<file path="config.mk">
export PLATFORM = sky130hd
export DESIGN_NAME = lane_round_ctrl
export DESIGN_NICKNAME = d
export VERILOG_FILES = /design/src/rtl/lane_pkg.sv /design/src/rtl/lane_word_counter.sv /design/src/rtl/lane_round_ctrl.sv
export SDC_FILE = /design/constraint.sdc
export NUM_CORES = 1
export LEC_CHECK = 0
export ABC_AREA = 1
export CORE_UTILIZATION = 30
export CTS_CLUSTER_DIAMETER = 30
export DETAILED_ROUTE_END_ITERATION = 10
export PLACE_DENSITY_LB_ADDON = 0.15
export SLEW_MARGIN = 20
export SYNTH_ARGS = -nofsm -noshare
export SYNTH_HDL_FRONTEND = slang
export SYNTH_SLANG_ARGS = --single-unit
export TNS_END_PERCENT = 10
</file>
<file path="constraint.sdc">
create_clock -name clk -period 1.3 [get_ports clk]
set_clock_uncertainty 0.2 [all_clocks]
set_input_delay 0.13 -clock clk [delete_from_list [all_inputs] [get_ports clk]]
set_output_delay 0.13 -clock clk [all_outputs]
set_load 0.02 [all_outputs]
</file>
<file path="src/rtl/lane_pkg.sv">
// Shared types and constants for the lane round controller.
package lane_pkg;

   typedef enum logic [2:0] {
      IDLE  = 3'd0,
      READ  = 3'd1,
      EXEC  = 3'd2,
      WRITE = 3'd3,
      DONE  = 3'd4
   } ctrl_state_t;

   localparam logic [1:0] ADDR_SEL_RD   = 2'b00;
   localparam logic [1:0] ADDR_SEL_WR   = 2'b01;
   localparam logic [1:0] ADDR_SEL_HOST = 2'b10;

   localparam logic [1:0] OP_FIXED = 2'b11;

   // Width of the round index output; covers up to 16 rounds.
   localparam int ROUND_W = 4;

   // Operation select for a word: fixed op in op_mode 1, otherwise round mod 4.
   function automatic logic [1:0] op_for_round(input logic fixed_op,
                                               input logic [1:0] round_lsb);
      return fixed_op ? OP_FIXED : round_lsb;
   endfunction

endpackage

</file>
<file path="src/rtl/lane_word_counter.sv">
// Word/round counter pair for the lane round controller.
// adv steps to the next word, rolling into the next round after the last
// word; at the last word of the last round it holds so the FSM can finish.
module lane_word_counter
   import lane_pkg::*;
#(
   parameter int NUM_WORDS  = 25,
   parameter int ADDR_W     = 5,
   parameter int NUM_ROUNDS = 4
) (
   input  logic               clk,
   input  logic               rst,
   input  logic               clr,
   input  logic               adv,
   output logic [ADDR_W-1:0]  word_cnt,
   output logic [ROUND_W-1:0] round_idx,
   output logic               last_word,
   output logic               last_round
);

   localparam logic [ADDR_W-1:0]  LAST_WORD  = ADDR_W'(NUM_WORDS - 1);
   localparam logic [ROUND_W-1:0] LAST_ROUND = ROUND_W'(NUM_ROUNDS - 1);

   // Terminal-count flags decoded from the counter registers.
   always_comb begin
      last_word  = (word_cnt == LAST_WORD);
      last_round = (round_idx == LAST_ROUND);
   end

   // Counter registers: explicit clear only, no overflow wrap.
   always_ff @(posedge clk) begin
      if (rst || clr) begin
         word_cnt  <= '0;
         round_idx <= '0;
      end else if (adv) begin
         if (!last_word) begin
            word_cnt <= word_cnt + 1'b1;
         end else if (!last_round) begin
            word_cnt  <= '0;
            round_idx <= round_idx + 1'b1;
         end
      end
   end

endmodule

</file>
<file path="src/rtl/lane_round_ctrl.sv">
// Sequencing controller for the 25-word x 128-bit state memory datapath.
// Each word is read (READ), its selected operation result latched (EXEC)
// and written back (WRITE), for NUM_ROUNDS sweeps of all words.
// Optional feature macro: LANE_ROUND_CTRL_SKIP_EN adds input skip_word,
// which lets a word finish directly from READ without EXEC/WRITE.
// All outputs are decoded from registers only.
module lane_round_ctrl
   import lane_pkg::*;
#(
   parameter int NUM_WORDS  = 25,
   parameter int ADDR_W     = 5,
   parameter int NUM_ROUNDS = 4
) (
   input  logic              clk,
   input  logic              rst,
   input  logic              start,
   input  logic              op_mode,
`ifdef LANE_ROUND_CTRL_SKIP_EN
   input  logic              skip_word,
`endif
   output logic [ADDR_W-1:0] word_cnt,
   output logic [1:0]        addr_sel,
   output logic [1:0]        op_sel,
   output logic              mem_rd,
   output logic              ld_reg,
   output logic              mem_wr,
   output logic              busy,
   output logic              done,
   output logic [3:0]        round_idx
);

   ctrl_state_t  state;
   ctrl_state_t  next_state;
   logic         mode_q;
   logic         skip_now;
   logic         cnt_adv;
   logic         cnt_clr;
   logic         last_word;
   logic         last_round;
   logic         run_last;

   // Skip request only matters while the read for the word is in flight.
`ifdef LANE_ROUND_CTRL_SKIP_EN
   assign skip_now = (state == READ) && skip_word;
`else
   assign skip_now = 1'b0;
`endif

   // Counter advances at the end of each word; cleared when leaving DONE.
   assign cnt_adv  = (state == WRITE) || skip_now;
   assign cnt_clr  = (state == DONE);
   assign run_last = last_word && last_round;

   lane_word_counter #(
      .NUM_WORDS  (NUM_WORDS),
      .ADDR_W     (ADDR_W),
      .NUM_ROUNDS (NUM_ROUNDS)
   ) u_counter (
      .clk        (clk),
      .rst        (rst),
      .clr        (cnt_clr),
      .adv        (cnt_adv),
      .word_cnt   (word_cnt),
      .round_idx  (round_idx),
      .last_word  (last_word),
      .last_round (last_round)
   );

   // State register.
   always_ff @(posedge clk) begin
      if (rst) begin
         state <= IDLE;
      end else begin
         state <= next_state;
      end
   end

   // Operation mode is captured when a run is accepted and held for the run.
   always_ff @(posedge clk) begin
      if (rst) begin
         mode_q <= 1'b0;
      end else if ((state == IDLE) && start) begin
         mode_q <= op_mode;
      end
   end

   // Next-state logic; start is only looked at in IDLE.
   always_comb begin
      next_state = state;
      unique case (state)
         IDLE: begin
            if (start) next_state = READ;
         end
         READ: begin
            if (skip_now) begin
               next_state = run_last ? DONE : READ;
            end else begin
               next_state = EXEC;
            end
         end
         EXEC: begin
            next_state = WRITE;
         end
         WRITE: begin
            next_state = run_last ? DONE : READ;
         end
         DONE: begin
            next_state = IDLE;
         end
         default: begin
            next_state = IDLE;
         end
      endcase
   end

   // Output decode from the state register; the host owns memory when idle.
   always_comb begin
      addr_sel = ADDR_SEL_HOST;
      op_sel   = 2'b00;
      mem_rd   = 1'b0;
      ld_reg   = 1'b0;
      mem_wr   = 1'b0;
      busy     = 1'b0;
      done     = 1'b0;
      unique case (state)
         READ: begin
            addr_sel = ADDR_SEL_RD;
            op_sel   = op_for_round(mode_q, round_idx[1:0]);
            mem_rd   = 1'b1;
            busy     = 1'b1;
         end
         EXEC: begin
            addr_sel = ADDR_SEL_RD;
            op_sel   = op_for_round(mode_q, round_idx[1:0]);
            ld_reg   = 1'b1;
            busy     = 1'b1;
         end
         WRITE: begin
            addr_sel = ADDR_SEL_WR;
            op_sel   = op_for_round(mode_q, round_idx[1:0]);
            mem_wr   = 1'b1;
            busy     = 1'b1;
         end
         DONE: begin
            done = 1'b1;
         end
         default: begin
            addr_sel = ADDR_SEL_HOST;
         end
      endcase
   end

endmodule

</file>
==> impl_metrics.yaml <==
outcome:
  status: "finished, violations left"
  violations: "negative setup slack"
critical_path:
  cp_data_arrival_time_ns: 1.48
  worstPathRequired_ns: 1.28
  r2r_end: "u_counter.round_idx[3]$_SDFFE_PP0P_"
  crit_chain: "buf_6 > nand2_4 > nor2_4 > buf_6 > nand2_8 > nor2_8 > nand3_2 > nand2_1 > nor2_1"
  reg2reg_slack_ns: -0.20
  path_buf_inv: 2
  cp_slowest_cell: "dfxtp_4"
  end_kind: "flip-flop"
  ff2ff_path_depth: 9
  crit_family: "simple AND/OR/NAND/NOR gates"
  cp_slowest_stage_delay_ns: 0.38
  crit_fanout: 6
  r2r-start: "state[1]$_SDFFE_PP0P_"
  crit_start: "state[1]$_SDFFE_PP0P_"
  critPathLaunchType: "flip-flop"
  crit_path_end: "u_counter.round_idx[3]$_SDFFE_PP0P_"
  crit_cells: 9
  critical_path_class: "flip-flop to flip-flop"
  crit_top_cell: "buf_6"
layout:
  diodes: 0
  nets: 171
  fillers: 248
  drive_above_1_share: 0.552
  postLayoutCoreUtil: 0.562
  finalNonFillerCells: 193
  ff_latch_area_um2: 283
  final_design_area_no_fill_mm2: 0.00138
  area_delta_synth_final_pct: 77.7
  multiInputGateArea_um2: 572
placement:
  io_buffers: 21
  dpl.hpwl_mm: 1.57
  place_area_mm2: 0.00122
  place.gp.congestion: 0.757
  dp.cells: 184
timing:
  grt_setup_unrepaired: "true"
  worst_pin_slew_ns: 0.245
  final.period_utilization: 1.15
  fin_crit_ns: 1.50
  fmax_mhz: 666
  setup_viol: 20
  slew-limit-headroom: 0.835
  finalHoldWorstSlack_ns: 0.281
  worst_slack_ns: -0.201
  slew_viol_final: 0
  hold_violations: 0
clock_network:
  clkLatencyLatePin_ns: 0.28
  cts_tree: "yes"
  cts_made_buffers: 3
  cts-root-buf: "clkbuf_4"
  clk_pin_slew_ns: 0.09
  cts.sinks: 13
  postCtsHoldBufs: 0
  cts_max_level: 1
  cts.path.max_buffers: 2
drt:
  totalWireLength_mm: 2.10
  vias_per_cell: 4.48
  drc: 0
  routedWlPerCell_um: 10.9
  num_vias: 865
  drt_iter0_drc: 4
  first_pass_iters: 2
  ant_nets: 0
logic_synthesis:
  ys_warn_count: 0
  synth.top_cells.by_count: "23 x nor2_1, 19 x inv_1, 17 x nand2_1"
  synth_ff_type: "dfxtp_1"
  synth_area_leader_cell: "dfxtp_1"
  synth-edff-count: 0
  synth.net_count: 120
  synth_area_leaders: "dfxtp_1 34%, nor2_1 11%, inv_1 9.2%, nand2_1 8.2%, nand3_1 5.8%"
  synth.distinct_cells: 19
  synth_top_area_frac: 0.335
  synth_seq_cells: 13
  syn-cell-area_um2: 776
  yosysMostFrequentCell: "nor2_1"
  ys_seq_area_frac: 0.335
  synth_area_per_cell_um2: 6.86
  async_flop_share: 0
  syn_inst: 113
global_routing:
  grt_start_max_net_pins: 8
  track_usage: 0.178
  antenna_found_initial: 0
  grt_pass1_wl_mm: 3.62
  first_global_vias: 887
  grt_overflow: 0
die:
  die_area_mm2: 0.00279
  die_h_um: 52.9
  die_w_um: 52.9
  initial_core_util: 0.316
  row_count: 18
  core_mm2: 0.00245
  io_pins: 22
pwr:
  powerDensity_mw_per_mm2: 741
  leakage_nw: 0.642
  vdd_drop_max_mv: 0.573
hold_path:
  hp-class: "input port to flip-flop"
job:
  max_cap_violations: 0
[worst min path at each step]
| stage | start | endpoint | slack (ns) | cells after the start |
|---|---|---|---|---|
| final | op_mode | mode_q$_SDFFE_PP0P_ | 0.28 | 3 |
| after global routing | op_mode | mode_q$_SDFFE_PP0P_ | 0.31 | 3 |
| after CTS | start | mode_q$_SDFFE_PP0P_ | 0.29 | 3 |
| after detailed placement | u_counter.round_idx[3]$_SDFFE_PP0P_ | u_counter.round_idx[3]$_SDFFE_PP0P_ | 0.32 | 2 |
| after global placement | u_counter.round_idx[3]$_SDFFE_PP0P_ | u_counter.round_idx[3]$_SDFFE_PP0P_ | 0.31 | 2 |
| after floorplan | start | mode_q$_SDFFE_PP0P_ | 0.11 | 2 |
[power by group]
part	switching, mW	leakage, nW	total (mW)	internal, mW
sequential	0.0150	0.111	0.429	0.414
clock	0.141	0.0150	0.260	0.119
combinational	0.170	0.516	0.334	0.163
[metal layers]
metal | part of all wire | track usage | wire length (um) | vias up
met3 | 0.028 | 0.0287 | 58 | 2
met1 | 0.44 | 0.207 | 928 | 393
met2 | 0.52 | 0.314 | 1090 | 15
li1 | - | - | - | 455
met5 | 0 | 0 | 0 | -
met4 | 0.0090 | 0.0789 | 19 | 0
[cells by family (layout without fill, tap and decap cells)]
| group | count (synthesis) | count (layout) | share of synthesized area |
|---|---|---|---|
| simple gates | 60 | 60 | 0.376 |
| flops | 13 | 13 | 0.335 |
| fa+ha+maj | 3 | 3 | 0.0484 |
| compound gates | 16 | 16 | 0.126 |
| xor+xnor | 2 | 2 | 0.0226 |
| buf+inv | 19 | 69 | 0.0919 |
[worst min-delay path, delay by kind of cell]
family | cells | cell delay (ns)
buf+inv | 1 | 0.40
compound gates | 2 | 0.18
[repair_timing]
action | 4_1_cts | 5_1_grt
gates resized for setup | 92 | 25
setup buffers | 2 | 3
setup endpoints to repair | 29 | 25
pin swaps | 8 | 9
[metrics by stage]
step	setup WS [ns]	total power, mW	setup TNS [ns]
after floorplan	-0.126	0.580	-1.14
after global placement	-0.360	0.714	-4.73
after detailed placement	-0.362	0.718	-4.90
after CTS	-0.184	0.998	-2.83
after global routing	-0.273	1.07	-3.80
final	-0.201	1.02	-2.48
[sequential cells by signal, summed over array words and instances, names as in the netlist]
name and cells:
mode_q 1, state 3, u_counter.round_idx 4, u_counter.word_cnt 5
[area by class of cell]
class / count / share of cell area
multi-input combinational: 81 / 0.415
timing repair buffer: 46 / 0.280
sequential: 13 / 0.205
inverter: 19 / 0.0535
tap: 30 / 0.0272
clock buffer: 4 / 0.0191
[placed cells by master, fill, tap and decap left out, drive strengths merged]
cell,n
nand3,9
inv,19
xor2,1
nor2,26
ha,3
clkbuf,6
clkdlybuf4s50,3
o21a,1
nor3,1
clkdlybuf4s15,4
nand4,3
dfxtp,13
a21oi,6
xnor2,1
o21ai,9
buf,37
nand2,21
(Power assumes the default switching activity.)
==> RTL edit 1 (same settings) <==
Encoding of `ctrl_state_t`: now one-hot (5 bits for 5 states).
--- a/src/rtl/lane_pkg.sv
+++ b/src/rtl/lane_pkg.sv
@@ -3,8 +3,8 @@
 
-   typedef enum logic [2:0] {
-      IDLE  = 3'd0,
-      READ  = 3'd1,
-      EXEC  = 3'd2,
-      WRITE = 3'd3,
-      DONE  = 3'd4
+   typedef enum logic [4:0] {
+      IDLE  = 5'b00001,
+      READ  = 5'b00010,
+      EXEC  = 5'b00100,
+      WRITE = 5'b01000,
+      DONE  = 5'b10000
    } ctrl_state_t;
Behaviour: same outputs for any inputs over 10 cycles, from zero or initial values and one cycle with rst high; not proved beyond that.
==> RTL edit 1 against the unedited design <==
The flow still finishes with violations (negative setup slack); die area increased by 12%; global-route usage decreased by 3.3 points; sequential cell count increased by 2; wire length increased by 6.6%; synthesized cell count increased by 12%; worst setup slack got worse by 110 ps; critical path depth decreased by 3; worst hold slack got worse by 10 ps; area after synthesis increased by 13%; cell count increased by 12%; final area increased by 6.2%; first-iteration DRC count increased to 6.8 times the old value; critical path type is now reg2out; critical endpoint is now op_sel[0]; highest routed layer unchanged.
Power is not compared: it rests on default switching activity, and its combinational part moved more than twofold at a synthesized area within 25%.
==> RTL edit 1: results (changes against the unedited design) <==
* Adder-Cell Fraction of Synth Area at 0.04298 (-0.005407)
* Worst slack, placed at -512.5 ps (-150.8 ps)
* Crit path DAT at 1280 ps (-200 ps)
* Initial antenna violation count at 0 (unchanged)
* Mean number of vias per cell at 4.569 (+2.0%)
* Vias in the first global route at 889 (+0.23%)
* Status: finished, violations left
* Final estimated routing congestion in global placement at 0.8172 (+7.9%)
* Pin count of the biggest net entering global routing at 10 (+2)
* First-pass GRT wire length at 3636 um (+0.39%)
* Mux share of post-synthesis cell area at 0 (unchanged)
* Ant diodes at 0 (unchanged)
* Nets at 193 (+13%)
* Synth cell types at 23 (+4)
* Failing checks: negative setup slack
* Worst-Skew Late Latency at between 200 and 300 ps
* # setup viols final at 21 (+5.0%)
* Peak fanout along the critical path at 5 (-1)
* Mapped Nets at 134 (+12%)
* Asr flop ratio synth at 0 (unchanged)
* Leakage at 0.7000 nW
* Layout cells sized above 1 at 0.5243 (-0.02782)
* Hold Path Class: in2reg
* Top area cells in the synthesized netlist: dfxtp_1, nand2_1, inv_1
* Clock Tree Buf Depth at 2 (unchanged)
* CTS Buf Count at 3 (unchanged)
* Port buffer count at 21 (unchanged)
* Most frequent cells after synthesis: nand2_1, inv_1, dfxtp_1
* XOR/XNOR share of the synthesized area at 0.01003 (-0.01255)
* Slowest-stage cell, CP: dfxtp_2
* PnR worst setup slack at -313.5 ps (-112.9 ps)
* Fraction of the yosys area taken by sequential cells at 0.3438 (+0.008356)
* Largest stage delay on the critical path at 340 ps (-40 ps)
* H-tree depth reported by CTS at 1 (unchanged)
* Drt pass-1 iters at 4 (+2)
* CTS root buffer: clkbuf_4
* Met3 wire length at 120 um (+110%)
* Post-synthesis compound-gate area fraction at 0.08453 (-0.04128)
* Yosys warning count at 0 (unchanged)
* Drt wl/cell at 10.37 um (-4.8%)
* Slew @ Worst Pin at 200.5 ps (-44.74 ps)
* Hpwl dp at 1729 um (+10%)
* Met1 WL at 1085 um (+17%)
* Initial DRC Count at 27 (+23)
* Biggest regs: state (5), u_counter.word_cnt (5), u_counter.round_idx (4)
* GRT Total Usage at 0.1449 (-0.03279)
* Top FF cell, synth: dfxtp_1
* Worst-path clk slew at 90 ps (about the same)
* WL met2 at 1021 um (-6.7%)
* Top layer reached by signal wires: met4
* Peak supply drop at between 0.2 and 0.3 mV
## RTL edit 1: cell count changes after synthesis, moves of 3 or more
cell,before,now
o21ai_0,7,2
nor2_1,23,14
inv_2,0,3
a21oi_1,4,9
nand4_1,3,10
nand2_1,17,30
nor2_2,0,3
## RTL edit 1: critical path, delay by kind of cell, from the launching register on
family | cells | cell delay [ps]
flops | 1 | 340
buf+inv | 2 | 180
compound gates | 1 | 70
simple gates | 3 | 420
## RTL edit 1: worst paths after layout
| kind | end | slack (ps) | start | cells after the start |
|---|---|---|---|---|
| setup / recovery | op_sel[0] | -310 | state[0]$_SDFFE_PP1P_ | 6 |
| hold / removal | mode_q$_SDFFE_PP0P_ | 270 | op_mode | 3 |
| setup reg to reg | u_counter.word_cnt[3]$_SDFFE_PP0P_ | -170 | state[0]$_SDFFE_PP1P_ | 9 |
| hold reg to reg | u_counter.round_idx[2]$_SDFFE_PP0P_ | 290 | u_counter.round_idx[2]$_SDFFE_PP0P_ | 2 |
## RTL edit 1: per-stage QoR
stage	TNS [ps]	instance area (um^2)	hold slack (ps)	instances	utilization
4_1_cts	-3952	1434	258.0	215	0.5200
5_1_grt	-5667	1464	260.4	216	0.5309
2_1_floorplan	-917.9	910.9	-0.9342	127	-
6_report	-3822	1464	270.5	216	0.5309
3_5_place_dp	-5981	1381	282.4	209	0.5009
3_3_place_gp	-5707	1381	275.1	209	0.5009
## RTL edit 1: metal layers
| layer | up-vias | track usage |
|---|---|---|
| met5 | - | 0 |
| met2 | 24 | 0.2324 |
| met1 | 432 | 0.1957 |
| met4 | 0 | 0.04530 |
| met3 | 2 | 0.03023 |
| li1 | 529 | - |
## RTL edit 1: cell families after synthesis
| group | count (synthesis) |
|---|---|
| AOI/OAI and AO/OA | 14 |
| buffers and inverters | 22 |
| and+or+nand+nor | 72 |
| xor gates and xnor gates | 1 |
| adders and majority gates | 3 |
| DFF | 15 |
## RTL edit 1: layout make-up
| cell class | count | area, um^2 |
|---|---|---|
| Fill cell | 261 | 1294 |
| Multi-Input combinational cell | 90 | 545.5 |
| Timing Repair Buffer | 55 | 441.7 |
| Sequential cell | 15 | 327.8 |
| Inverter | 21 | 83.83 |
| Tap cell | 31 | 38.79 |
| Clock buffer | 4 | 26.28 |
## RTL edit 1: timing repair
action | in CTS | in global routing
pin swaps | 6 | 6
setup buffers | 2 | 1
resized for setup | 86 | 20
setup endpoints to repair | 31 | 28
## RTL edit 1: power breakdown
group	internal (mW)	switching [mW]	total (mW)
clock network	0.119	0.141	0.260
logic	0.0662	0.0676	0.134
registers	0.460	0.0101	0.470
==> RTL edit 2 (same settings) <==
Made on the original files. The option `LANE_ROUND_CTRL_SKIP_EN` is turned on by a define.
--- a/src/rtl/lane_round_ctrl.sv
+++ b/src/rtl/lane_round_ctrl.sv
@@ -6,2 +6,4 @@
 // All outputs are decoded from registers only.
+`define LANE_ROUND_CTRL_SKIP_EN
+
 module lane_round_ctrl
Interface: changed (added skip_word); port bits go from 22 to 23. No check against the original RTL was run, so the function may have changed too.
==> RTL edit 2 against the unedited design <==
The run still ends with negative setup slack left; final area down 2.5%; highest routed layer unchanged; maximum frequency increased by 2.9%; sequential cell count unchanged; wire length up 3.2%; largest power group unchanged; power shrank 6.9%; die area is 2.5% higher; synthesized cell count grew 3.5%; worst setup slack better by 42 ps; cell count down 1.0%; area after synthesis up 2.6%; worst hold slack better by 16 ps; utilization shrank 2.4 points; critical path type is now reg2out.
==> RTL edit 2: results (changes against the unedited design) <==
* Status: finished, violations left
* Failing checks: negative setup slack
* Initial DRC Count at 22 (+18)
* Post-synthesis compound-gate area fraction at 0.1038 (-0.02203)
* Post-CTS Setup Bufs at 0 (-2)
* Post-layout minimum cycle time at 1459 ps (-41.90 ps)
* Met2 GRT Util at 0.2729 (-0.04143)
* Mapped Nets at 125 (+4.2%)
* # setup viols final at 19 (-5.0%)
* Met3 usage at 0.06609 (+0.03736)
* Sw Pwr at 0.3117 mW (-4.5%)
* Layout cells sized above 1 at 0.5714 (+0.01928)
* Leakage at 0.6084 nW (-5.3%)
* Placed Cells at 188 (+2.2%)
* Nets at 170 (-0.58%)
* Worst slack, placed at -348.4 ps (+13.30 ps)
* Met1 GRT Util at 0.2017 (-0.005559)
* Placed instance area at 1230 um^2 (+0.61%)
* Fraction of the yosys area taken by sequential cells at 0.3270 (-0.008440)
* Hold path cells at 2 (-1)
* Final estimated routing congestion in global placement at 0.7607 (+0.46%)
* Met3 wire length at 83 um (+43%)
* WL met2 at 1100 um (+0.55%)
* Worst R2R Start: u_counter.word_cnt[1]$_SDFFE_PP0P_
* Hold Path Class: reg2reg
* Hpwl dp at 1537 um (-1.8%)
* FF-to-FF End: u_counter.word_cnt[4]$_SDFFE_PP0P_
* R2r setup slk at -110 ps (+90 ps)
* CP Launch Point: state[0]$_SDFFE_PP0P_
* FF-to-FF path depth at 8 (-1)
* First-pass GRT wire length at 3360 um (-7.2%)
* Drt wl/cell at 11.36 um (+4.3%)
* Hold slack at 296.5 ps (+15.70 ps)
* PnR worst setup slack at -158.6 ps (+41.90 ps)
RTL edit 2: layout make-up:
| cell class | count | area, um^2 |
|---|---|---|
| fill | 254 | 1156 |
| tap | 30 | 37.54 |
| multi-input combinational | 84 | 576.8 |
| timing repair buffer | 41 | 330.3 |
| clock buffer | 4 | 26.28 |
| inverter | 19 | 83.83 |
| sequential | 13 | 289.0 |
RTL edit 2: worst max-delay path, delay by kind of cell (launching register included):
family	cells	cell delay [ps]
DFF	1	380
and+or+nand+nor	2	270
buffers and inverters	2	190
RTL edit 2: power by group through the flow:
stage	logic, mW	registers [mW]	clock network (mW)
after global routing	0.285	0.428	0.296
after CTS	0.238	0.429	0.276
after floorplan	0.115	0.447	0
after detailed placement	0.243	0.435	0
final	0.263	0.427	0.262
after global placement	0.239	0.434	0
RTL edit 2: repair_timing:
action	CTS	global route
gates cloned	0	0
pin swaps	7	4
endpoints found under the setup margin	29	28
hold endpoints to repair	0	0
gates resized for setup	92	29
